**src/rtl/button_dir_ctrl_if.sv**
```systemverilog
// Processor-side bus of the button direction controller:
// the read acknowledge from the CPU plus the pending direction outputs.
interface button_dir_ctrl_if;
  logic       rd_ack;
  logic [2:0] button_reg;
  logic       dir_valid;

  modport master (output rd_ack, input button_reg, input dir_valid);
  modport slave  (input rd_ack, output button_reg, output dir_valid);
endinterface

```
**src/rtl/button_dir_ctrl.sv**
```systemverilog
// Four-button direction controller: each raw button is synchronized,
// debounced, and rising edges of the debounced level become press events.
// The highest-priority press (up > right > down > left) is latched as a
// direction code until the processor acknowledges the read.
// Optional feature macro: BTN_REVERSE_BLOCK_EN drops presses that reverse
// the last accepted direction.
module button_dir_ctrl #(
  parameter int DEBOUNCE_CYCLES = 250000
) (
  input  logic               clk,
  input  logic               reset,
  input  logic               BTNU,
  input  logic               BTNR,
  input  logic               BTND,
  input  logic               BTNL,
  button_dir_ctrl_if.slave   bus
);

  // Counter only needs to reach DEBOUNCE_CYCLES-1.
  localparam int CW = (DEBOUNCE_CYCLES > 2) ? $clog2(DEBOUNCE_CYCLES) : 1;
  localparam logic [CW-1:0] CNT_MAX = CW'(DEBOUNCE_CYCLES - 1);

  // Bit index doubles as priority order: 0 = up ... 3 = left.
  logic [3:0] w_raw;
  logic [3:0] w_press;
  logic [3:0] w_take;
  logic [2:0] w_code;

  logic [2:0] r_button;
  logic       r_valid;

  assign w_raw = {BTNL, BTND, BTNR, BTNU};

  genvar gi;
  generate
    for (gi = 0; gi < 4; gi++) begin : g_btn
      logic          r_sync1;
      logic          r_sync2;
      logic          r_stable;
      logic          r_stable_d;
      logic [CW-1:0] r_cnt;

      // Synchronize, debounce and remember the previous stable level.
      always_ff @(posedge clk or negedge reset) begin
        if (!reset) begin
          r_sync1    <= 1'b0;
          r_sync2    <= 1'b0;
          r_stable   <= 1'b0;
          r_stable_d <= 1'b0;
          r_cnt      <= '0;
        end else begin
          r_sync1    <= w_raw[gi];
          r_sync2    <= r_sync1;
          r_stable_d <= r_stable;
          if (r_sync2 == r_stable) begin
            r_cnt <= '0;
          end else if (r_cnt == CNT_MAX) begin
            r_stable <= r_sync2;
            r_cnt    <= '0;
          end else begin
            r_cnt <= r_cnt + 1'b1;
          end
        end
      end

      // A press is a 0->1 step of the debounced level.
      assign w_press[gi] = r_stable & ~r_stable_d;
    end
  endgenerate

`ifdef BTN_REVERSE_BLOCK_EN
  logic [2:0] r_last;
  logic [3:0] w_block;

  // Mask the single button whose code reverses the last direction.
  always_comb begin
    w_block = 4'b0000;
    case (r_last)
      3'd1:    w_block[2] = 1'b1;
      3'd2:    w_block[3] = 1'b1;
      3'd3:    w_block[0] = 1'b1;
      3'd4:    w_block[1] = 1'b1;
      default: w_block = 4'b0000;
    endcase
  end

  assign w_take = w_press & ~w_block;

  // Track the most recent accepted direction.
  always_ff @(posedge clk or negedge reset) begin
    if (!reset) begin
      r_last <= 3'd0;
    end else if (w_code != 3'd0) begin
      r_last <= w_code;
    end
  end
`else
  assign w_take = w_press;
`endif

  // Fixed-priority pick among surviving presses.
  always_comb begin
    w_code = 3'd0;
    if (w_take[0])      w_code = 3'd1;
    else if (w_take[1]) w_code = 3'd2;
    else if (w_take[2]) w_code = 3'd3;
    else if (w_take[3]) w_code = 3'd4;
  end

  // Latch a new press (wins over rd_ack), otherwise clear on read.
  always_ff @(posedge clk or negedge reset) begin
    if (!reset) begin
      r_button <= 3'd0;
      r_valid  <= 1'b0;
    end else if (w_code != 3'd0) begin
      r_button <= w_code;
      r_valid  <= 1'b1;
    end else if (bus.rd_ack) begin
      r_button <= 3'd0;
      r_valid  <= 1'b0;
    end
  end

  assign bus.button_reg = r_button;
  assign bus.dir_valid  = r_valid;

endmodule
```
**src/flat_wrapper.sv**
```systemverilog
// flat-port wrapper written by rule: the top's interface ports become plain ports
module button_dir_ctrl_flat 
#(
  parameter int DEBOUNCE_CYCLES = 250000
)
  (clk, reset, BTNU, BTNR, BTND, BTNL, bus_rd_ack, bus_button_reg, bus_dir_valid);
  button_dir_ctrl_if bus_i ();
  input  logic clk;
  input  logic reset;
  input  logic BTNU;
  input  logic BTNR;
  input  logic BTND;
  input  logic BTNL;
  input wire logic [$bits(bus_i.rd_ack)-1:0] bus_rd_ack;
  output wire logic [$bits(bus_i.button_reg)-1:0] bus_button_reg;
  output wire logic [$bits(bus_i.dir_valid)-1:0] bus_dir_valid;
  assign bus_i.rd_ack = bus_rd_ack;
  assign bus_button_reg = bus_i.button_reg;
  assign bus_dir_valid = bus_i.dir_valid;
  button_dir_ctrl #(.DEBOUNCE_CYCLES(DEBOUNCE_CYCLES)) u_core (.clk(clk), .reset(reset), .BTNU(BTNU), .BTNR(BTNR), .BTND(BTND), .BTNL(BTNL), .bus(bus_i));
endmodule
```
**config.mk**
```make
export PLATFORM = sky130hd
export DESIGN_NAME = button_dir_ctrl_flat
export DESIGN_NICKNAME = d
export VERILOG_FILES = /design/src/rtl/button_dir_ctrl_if.sv /design/src/rtl/button_dir_ctrl.sv /design/src/flat_wrapper.sv
export SDC_FILE = /design/constraint.sdc
export NUM_CORES = 1
export LEC_CHECK = 0
export CAP_MARGIN = 10
export CELL_PAD_IN_SITES_DETAIL_PLACEMENT = 2
export CELL_PAD_IN_SITES_GLOBAL_PLACEMENT = 2
export CORE_ASPECT_RATIO = 1.1
export CORE_MARGIN = 2
export CORE_UTILIZATION = 40
export CTS_CLUSTER_SIZE = 40
export DETAILED_ROUTE_END_ITERATION = 16
export PLACE_DENSITY_LB_ADDON = 0.15
export SLEW_MARGIN = 20
export SYNTH_ARGS = -nofsm -noshare
export SYNTH_HDL_FRONTEND = slang
export SYNTH_SLANG_ARGS = --single-unit
```
**constraint.sdc**
```tcl
create_clock -name clk -period 2.9 [get_ports clk]
set_input_delay 0.58 -clock clk [delete_from_list [all_inputs] [get_ports clk]]
set_output_delay 0.58 -clock clk [all_outputs]
set_load 0.005 [all_outputs]
```
== Yosys cells after proc, flatten, opt, wreduce, memory -nomap -nowiden ==
Index checks and enable logic that the tools add are counted.
Word-level totals
  flip-flop bits (word level): 92
  input port bits: 7
  output and inout port bits: 4
Cells by class
  add/subtract/negate cells: 4
  equality and inequality tests: 8
  mux-type cells: 16
  bitwise gates (word level): 12
  reductions and logical operators: 6
Operators by type and width (number)
  2-to-1 mux 18 bit: 8
  adder 18 x 1 -> 18 bit, second input constant: 4
  == test 18 bit, second input constant: 4
  2-to-1 mux 3 bit: 6
  NOT 1 bit: 8
  AND reduction 2 bit: 4
  AND 1 bit: 4
  == test 1 bit: 4
  nonzero test 3 bit: 1
  2-to-1 mux 1 bit: 2
  nonzero test 2 bit: 1

== Logic depth before layout (Yosys ltp) ==
Gate-level depths: netlist (run 1).
  depth after elaboration: 8
  mapped depth: 5

== Worst setup path before layout (run 1) ==
Ideal clock, no wire load.
  path kind: register to register
  start point: register u_core.g_btn[1].r_cnt[13]
  end point: register u_core.g_btn[1].r_stable
  library setup time: 0.125 ns
  data arrival time: 1.867 ns
  data required time: 2.775 ns
  slack: 0.908 ns
  cell stages (with the launch flop): 5
  buffers on the path: 0
  clock period less this slack: 1.992 ns
  cells stage by stage: dfrtp_1 or4b_1 or4_4 nor2_1 mux2_2
Between the ends
  cells in the longest elaborated chain, start to end: 2
Ends and longest elaborated chain
  start: declaration: RTL line button_dir_ctrl.sv:41  | logic [CW-1:0] r_cnt;
  start signal: assignment: RTL line button_dir_ctrl.sv:61  | r_cnt <= r_cnt + 1'b1;
  == test 18 bit: RTL line button_dir_ctrl.sv:57  | end else if (r_cnt == CNT_MAX) begin
  AND reduction 2 bit (no line)
  end signal: assignment: RTL line button_dir_ctrl.sv:58  | r_stable <= r_sync2;
  end: declaration: RTL line button_dir_ctrl.sv:39  | logic r_stable;
Every way passes these cells.
A chain may end at the register's enable or synchronous reset.

== Worst setup path after layout (run 1) ==
  start point: register u_core.g_btn[1].r_cnt[13]
  end point: register u_core.g_btn[1].r_cnt[12]
Between the ends
  cells in the longest elaborated chain, start to end: 3
Ends and longest elaborated chain
  == test 18 bit: RTL line button_dir_ctrl.sv:57
  2-to-1 mux 18 bit: RTL line button_dir_ctrl.sv:57
  2-to-1 mux 18 bit: RTL line button_dir_ctrl.sv:55  | if (r_sync2 == r_stable) begin
Every way passes these cells.

==> run summary, run 1 <==
Sink Count -> 92
max_slew headroom -> 0.5957
htree depth -> 3
DR iter-0 viols -> 48
leakage power figure -> 1.919 nW
port bufs -> 10
commonest non-fill, non-tap cell in the layout -> dfrtp_1
Core Util, Final -> 0.4661
main combinational cell family by area after synthesis -> simple AND/OR/NAND/NOR gates
Post-Syn Nets -> 425
number of setup buffers added after CTS -> 0
status -> completed
fmax -> 456.6 MHz
r2r setup slk -> 710 ps
largest net degree at the start of global routing -> 40
#FFs+latches synth -> 92
Peak supply drop -> 342.9 uV
Worst Path Max Fanout -> 18
# nets final -> 451
Largest register FFs -> 72
Syn Inst Count -> 414
power share of the clock group -> 0.438
Final Max Slew Viols -> 0
initial antenna violation count -> 0
final wirelength -> 9679 um
fin crit period -> 2190 ps
synthesized-area fraction occupied by adder cells -> 0.01185
Combinational Power Share -> 0.036
CTS Buf Count -> 9
Setup CP Type -> reg -> reg
Critical Path AT -> 2390 ps
P_sw -> 0.0005934 W
reg-to-reg endpoint -> u_core.g_btn[1].r_cnt[12]$_DFF_PN0_
net switching fraction of the power -> 0.2363
Pint -> 0.001918 W
CP required -> 3100 ps
Synth Area in Simple Gates -> 0.2441
# diodes -> 0
DRC violations left -> 0
Worst Max-Slew Pin Slew -> 601.8 ps
Synth cell types -> 35
cts hold-fix bufs -> 0
layout cells sized above 1 -> 0.08090
Post-DP HPWL -> 6804 um
vias per inst -> 5.277
vias in the first global route -> 3465
period utilization -> 0.7552
GR Overflow Total -> 0
clock skew -> 9.023 ps
Tot GR Track Use -> 0.1929
RSZ-0062 raised after global routing -> no
commonest cells after routing, fill and taps aside -> dfrtp_1 (92), nor2_1 (85), xnor2_1 (49), nand4_1 (23), nand3_1 (23)
Clock transition at path regs -> 70 ps
CP endpoint kind -> register
Resized cells post-CTS -> 0
CORE AREA -> 10340 um^2
post-synthesis compound-gate area fraction -> 0.04028
Startpoint Class -> register
worst reg2reg path depth -> 4
Die Height -> 111.8 um
Skew-Pair Late Insertion Delay -> 350 ps
DP Worst Slack -> 700.0 ps
Hold WS -> 198.5 ps
Site Rows -> 39
total negative setup slack -> 0 ps
num ports -> 11
Root Buffer -> clkbuf_16
Starting Density -> 0.4083
antenna-violating nets left -> 0
Seq pwr share -> 0.526
syn_area_per_cell -> 10.20 um^2
P per Cell Area -> 520.9 nW/um^2
Final Total Pwr -> 0.002512 W
Die Wd -> 102.0 um
R2R Path Start -> u_core.g_btn[1].r_cnt[13]$_DFF_PN0_
RePlAce Congestion -> 0.7715
final hold vios -> 0
XOR/XNOR share of the synthesized area -> 0.1265
worst min path class -> in -> async
CTS tree -> yes
Clock Path Buffers -> 2
post-DR wirelength/cell -> 16.46 um
final setup vio count -> 0
Max Cap Viol -> 0
Syn-to-layout area delta -> 14.16%
Pre-antenna DRT Iters -> 4
global-route wire length before repair -> 17150 um
sequential area share after synthesis -> 0.5450
post-synthesis cell area -> 4224 um^2
DR vias -> 3103
Die ar. -> 11400 um^2
Yosys warnings -> 0
post-synthesis mux area share -> 0.01066
final setup margin -> 709.9 ps
Biggest register -> u_core.g_btn.r_cnt
## power groups by stage
stage	sequential, W	clock, W	combinational [W]
2_1_floorplan	0.00134	0	0.0000397
3_3_place_gp	0.00134	0	0.0000903
3_5_place_dp	0.00134	0	0.0000939
4_1_cts	0.00132	0.00114	0.0000955
5_1_grt	0.00132	0.00120	0.000108
6_report	0.00132	0.00110	0.0000906
## cells in the mapped netlist (all sizes together)
| library cell | n | area, um^2 |
|---|---|---|
| dfrtp | 92 | 2302 |
| nor2 | 85 | 319.1 |
| xnor2 | 49 | 429.2 |
| nand3 | 23 | 115.1 |
| nand4 | 23 | 143.9 |
| nor4 | 19 | 118.9 |
| inv | 18 | 67.56 |
| nand2 | 18 | 67.56 |
| nor3 | 12 | 60.06 |
| xor2 | 12 | 105.1 |
| a21oi | 8 | 40.04 |
| o21ai | 7 | 46.30 |
| or4 | 7 | 56.30 |
| nor2b | 5 | 31.28 |
| ha | 4 | 50.05 |
| mux2 | 4 | 45.04 |
| and3 | 3 | 18.77 |
| nand2b | 3 | 18.77 |
| o31ai | 3 | 22.52 |
| or3 | 3 | 18.77 |
| a31o | 2 | 17.52 |
| and4 | 2 | 17.52 |
| buf | 2 | 16.26 |
| clkbuf | 2 | 7.510 |
| or4b | 2 | 20.02 |
| a21boi | 1 | 7.510 |
| nor4b | 1 | 8.760 |
| nor4bb | 1 | 10.01 |
| o2111ai | 1 | 8.760 |
| o41ai | 1 | 27.53 |
| or2 | 1 | 6.260 |
## cell families (layout without fill, tap and decap cells)
logic type | after synthesis | count (layout)
flip-flops | 92 | 92
multiplexers | 4 | 4
AO/OA/AOI/OAI | 23 | 23
AND/OR/NAND/NOR | 208 | 208
XOR/XNOR | 61 | 61
adder cells (fa/ha/maj) | 4 | 4
buffers and inverters | 22 | 53
## cell type report
cell class / instances / area [um^2]
Inverter: 18 / 67.56
Clock inverter: 7 / 52.55
Fill cell: 1139 / 5523
Multi-Input combinational cell: 300 / 1831
Clock buffer: 9 / 225.2
Tap cell: 143 / 178.9
Sequential cell: 92 / 2302
Timing Repair Buffer: 19 / 165.2
## stage by stage
step | cells | area [um^2]
2_1_floorplan | 414 | 4224
3_3_place_gp | 572 | 4544
3_5_place_dp | 572 | 4544
4_1_cts | 588 | 4822
5_1_grt | 588 | 4822
6_report | 588 | 4822
## routing by layer
metal	share of wire	vias to the layer above	track usage
li1	-	1483	-
met1	0.44	1593	0.2373
met2	0.53	15	0.3320
met3	0.014	12	0.03013
met4	0.019	0	0.08267
met5	0	-	0
## critical path: stages (launching register included)
cell and delay, ps:
dfrtp_1 410, or4b_1 540, or4_4 550, o21ai_4 440
nor2_1 120
## worst max path at each step
stage | startpoint | end | slack, ps | cells past startpoint
floorplan | u_core.g_btn[1].r_cnt[13]$_DFF_PN0_ | u_core.g_btn[1].r_stable$_DFFE_PN0P_ | 910 | 4
global placement | u_core.g_btn[1].r_cnt[13]$_DFF_PN0_ | u_core.g_btn[1].r_cnt[7]$_DFF_PN0_ | 780 | 4
detailed placement | u_core.g_btn[1].r_cnt[13]$_DFF_PN0_ | u_core.g_btn[1].r_cnt[15]$_DFF_PN0_ | 700 | 4
CTS | u_core.g_btn[1].r_cnt[13]$_DFF_PN0_ | u_core.g_btn[1].r_cnt[12]$_DFF_PN0_ | 680 | 4
global route | u_core.g_btn[1].r_cnt[13]$_DFF_PN0_ | u_core.g_btn[1].r_cnt[15]$_DFF_PN0_ | 580 | 4
finish | u_core.g_btn[1].r_cnt[13]$_DFF_PN0_ | u_core.g_btn[1].r_cnt[12]$_DFF_PN0_ | 710 | 4
(Power assumes the default switching activity.)
==> run 2, diff against run 1 <==
--- a/config.mk
+++ b/config.mk
@@ -10,7 +10,7 @@
 export CELL_PAD_IN_SITES_GLOBAL_PLACEMENT = 2
 export CORE_ASPECT_RATIO = 1.1
 export CORE_MARGIN = 2
-export CORE_UTILIZATION = 40
+export CORE_UTILIZATION = 37
 export CTS_CLUSTER_SIZE = 40
 export DETAILED_ROUTE_END_ITERATION = 16
 export PLACE_DENSITY_LB_ADDON = 0.15
==> constraint.sdc (replaced) <==
create_clock -name clk -period 1.85 [get_ports clk]
set_input_delay 0.37 -clock clk [delete_from_list [all_inputs] [get_ports clk]]
set_output_delay 0.37 -clock clk [all_outputs]
set_load 0.005 [all_outputs]
==> run 2 against run 1 <==
The flow now finishes with violations (setup timing); core utilization decreased by 0.47 points; wire length rose by 10%; clock skew about the same; global-route usage down 0.54 points; non-clock buffer count is 25 higher; hold slack got worse by 150 ps; die area grew 7.8%; total power grew 55%; first-iteration DRC count grew 85%.
==> run summary, run 2 (synthesis gave the netlist of run 1 again) <==
status -> complete, but fails checks
violated checks -> setup timing
Most Crowded Layer GR -> met2
global routing usage on met3 -> 0.03093 (+0.0008018)
Critical Path AT -> 2190 ps (-200 ps)
Worst Path Max Fanout -> 18 (unchanged)
vias per inst -> 5.311 (+0.64%)
DR vias -> 3277 (+5.6%)
period utilization -> 1.064 (+0.3088)
Die Wd -> 105.9 um (+3.8%)
M1 GR Usage -> 0.2307 (-0.006519)
met2 usage -> 0.3432 (+0.01121)
Clock transition at path regs -> 60 ps (about the same)
port bufs -> 10 (unchanged)
# nets final -> 476 (+5.5%)
DP Worst Slack -> -136.9 ps (-836.9 ps)
Peak supply drop -> 344.1 uV (+0.33%)
CP required -> 2070 ps (-1030 ps)
Sink Count -> 92 (unchanged)
Die Height -> 116.1 um (+3.8%)
Post-DP HPWL -> 7031 um (+3.3%)
worst min path class -> in -> async
P per Cell Area -> 767.0 nW/um^2 (+47%)
GR Overflow Total -> 0 (unchanged)
Max Cap Viol -> 0 (unchanged)
Largest register FFs -> 72 (unchanged)
Starting Density -> 0.3836 (-0.02468)
final hold vios -> 0 (unchanged)
R2R Path Start -> u_core.g_btn[1].r_cnt[13]$_DFF_PN0_
Core Util, Final -> 0.4615 (-0.004657)
Root Buffer -> clkbuf_16
Syn-to-layout area delta -> 20.29%
Biggest register -> u_core.g_btn.r_cnt
antenna-violating nets left -> 0 (unchanged)
htree depth -> 3 (unchanged)
max_slew headroom -> 0.6610 (+0.06528)
finished layout cell area -> 5081 um^2 (+5.4%)
Final Max Slew Viols -> 0 (unchanged)
final setup vio count -> 19 (+19)
CTS Buf Count -> 9 (unchanged)
CP endpoint kind -> register
Tot GR Track Use -> 0.1875 (-0.005432)
Die ar. -> 12290 um^2 (+7.8%)
clock skew -> 8.664 ps (-0.3590 ps)
global-route wire length before repair -> 18350 um (+7.0%)
Worst Max-Slew Pin Slew -> 508.5 ps (-93.28 ps)
num ports -> 11 (unchanged)
leakage power figure -> 2.046 nW (+6.6%)
post-DR wirelength/cell -> 17.33 um (+5.3%)
vias in the first global route -> 3653 (+5.4%)
commonest non-fill, non-tap cell in the layout -> dfrtp_1
r2r setup slk -> -120 ps (-830 ps)
# diodes -> 0 (unchanged)
reg-to-reg endpoint -> u_core.g_btn[1].r_cnt[11]$_DFF_PN0_
fin crit period -> 1968 ps (-221.6 ps)
Pre-antenna DRT Iters -> 4 (unchanged)
initial antenna violation count -> 0 (unchanged)
CTS tree -> yes
CORE AREA -> 11010 um^2 (+6.4%)
worst reg2reg path depth -> 5 (+1)
commonest cells after routing, fill and taps aside -> dfrtp_1 (91), nor2_1 (84), xnor2_1 (49), buf_4 (32)
DP Cell Count -> 597 (+4.4%)
largest net degree at the start of global routing -> 93 (+130%)
RePlAce Congestion -> 0.7615 (-1.3%)
area post-placement -> 4732 um^2 (+4.1%)
DRC violations left -> 0 (unchanged)
Finished Layout Cells -> 617 (+4.9%)
Setup CP Type -> reg -> reg
DR iter-0 viols -> 89 (+85%)
final wirelength -> 10690 um (+10%)
Skew-Pair Late Insertion Delay -> 340 ps (about the same)
Hold WS -> 50.97 ps (-147.5 ps)
Clock Path Buffers -> 2 (unchanged)
Startpoint Class -> register
final setup margin -> -118.5 ps (-828.4 ps)
Site Rows -> 40 (+2.6%)
layout cells sized above 1 -> 0.1383 (+0.05740)
RSZ-0062 raised after global routing -> yes
fmax -> 508.0 MHz (+11%)
## run 2: changes by cell type in the layout (fill, tap and decap cells not counted), sizes merged
cell | before | now
inv | 19 | 18
clkbuf | 9 | 12
buf | 10 | 35
clkinv | 5 | 3
## run 2: worst max path at each step
stage                                         from  slack (ps)  cells past startpoint                              endpoint
4_1_cts        u_core.g_btn[1].r_cnt[13]$_DFF_PN0_        -110                      4  u_core.g_btn[1].r_stable$_DFFE_PN0P_
6_report       u_core.g_btn[1].r_cnt[13]$_DFF_PN0_        -120                      5   u_core.g_btn[1].r_cnt[11]$_DFF_PN0_
3_3_place_gp   u_core.g_btn[1].r_cnt[13]$_DFF_PN0_        -130                      4  u_core.g_btn[1].r_stable$_DFFE_PN0P_
5_1_grt        u_core.g_btn[1].r_cnt[13]$_DFF_PN0_        -160                      5   u_core.g_btn[1].r_cnt[11]$_DFF_PN0_
3_5_place_dp   u_core.g_btn[1].r_cnt[13]$_DFF_PN0_        -140                      4  u_core.g_btn[1].r_stable$_DFFE_PN0P_
2_1_floorplan  u_core.g_btn[1].r_cnt[13]$_DFF_PN0_        -140                      4  u_core.g_btn[1].r_stable$_DFFE_PN0P_
## run 2: per-layer routing
layer / share of wire / wire length, um
met1: 0.44 / 4667
met2: 0.54 / 5765
met5: 0 / 0
met4: 0.0097 / 104
met3: 0.014 / 153
## run 2: final cells by class
type                            instances  area (um^2)
Multi-Input combinational cell        300         1882
Timing Repair Buffer                   44        381.6
Clock buffer                           12        236.5
Clock inverter                          4        26.28
Sequential cell                        92         2303
Tap cell                              147        183.9
Fill cell                            1178         5929
Inverter                               18        67.56
## run 2: stage by stage
step / setup TNS (ps) / power [W]
global placement: -915.0 / 0.002248
finish: -2047 / 0.003897
CTS: -1717 / 0.003950
floorplan: -1354 / 0.002162
detailed placement: -1696 / 0.002256
global route: -2831 / 0.004044
## run 2: critical path, stage by stage, from the launching register on
cell and delay (ps):
dfrtp_1 370, or4b_1 520, or4_4 560, o21ai_4 170
buf_12 170, nor2_1 60
## run 2: report_power, final
part	switching, W	internal (W)
Clock	0.000771	0.000911
Combinational	0.0000929	0.0000511
Sequential	0.0000302	0.00204
## run 2: repair_timing
action | CTS | global route
hold buffers | 0 | 0
setup buffers | 0 | 4
pin swaps | 0 | 5
setup endpoints to repair | 38 | 71
gates resized for setup | 3 | 8
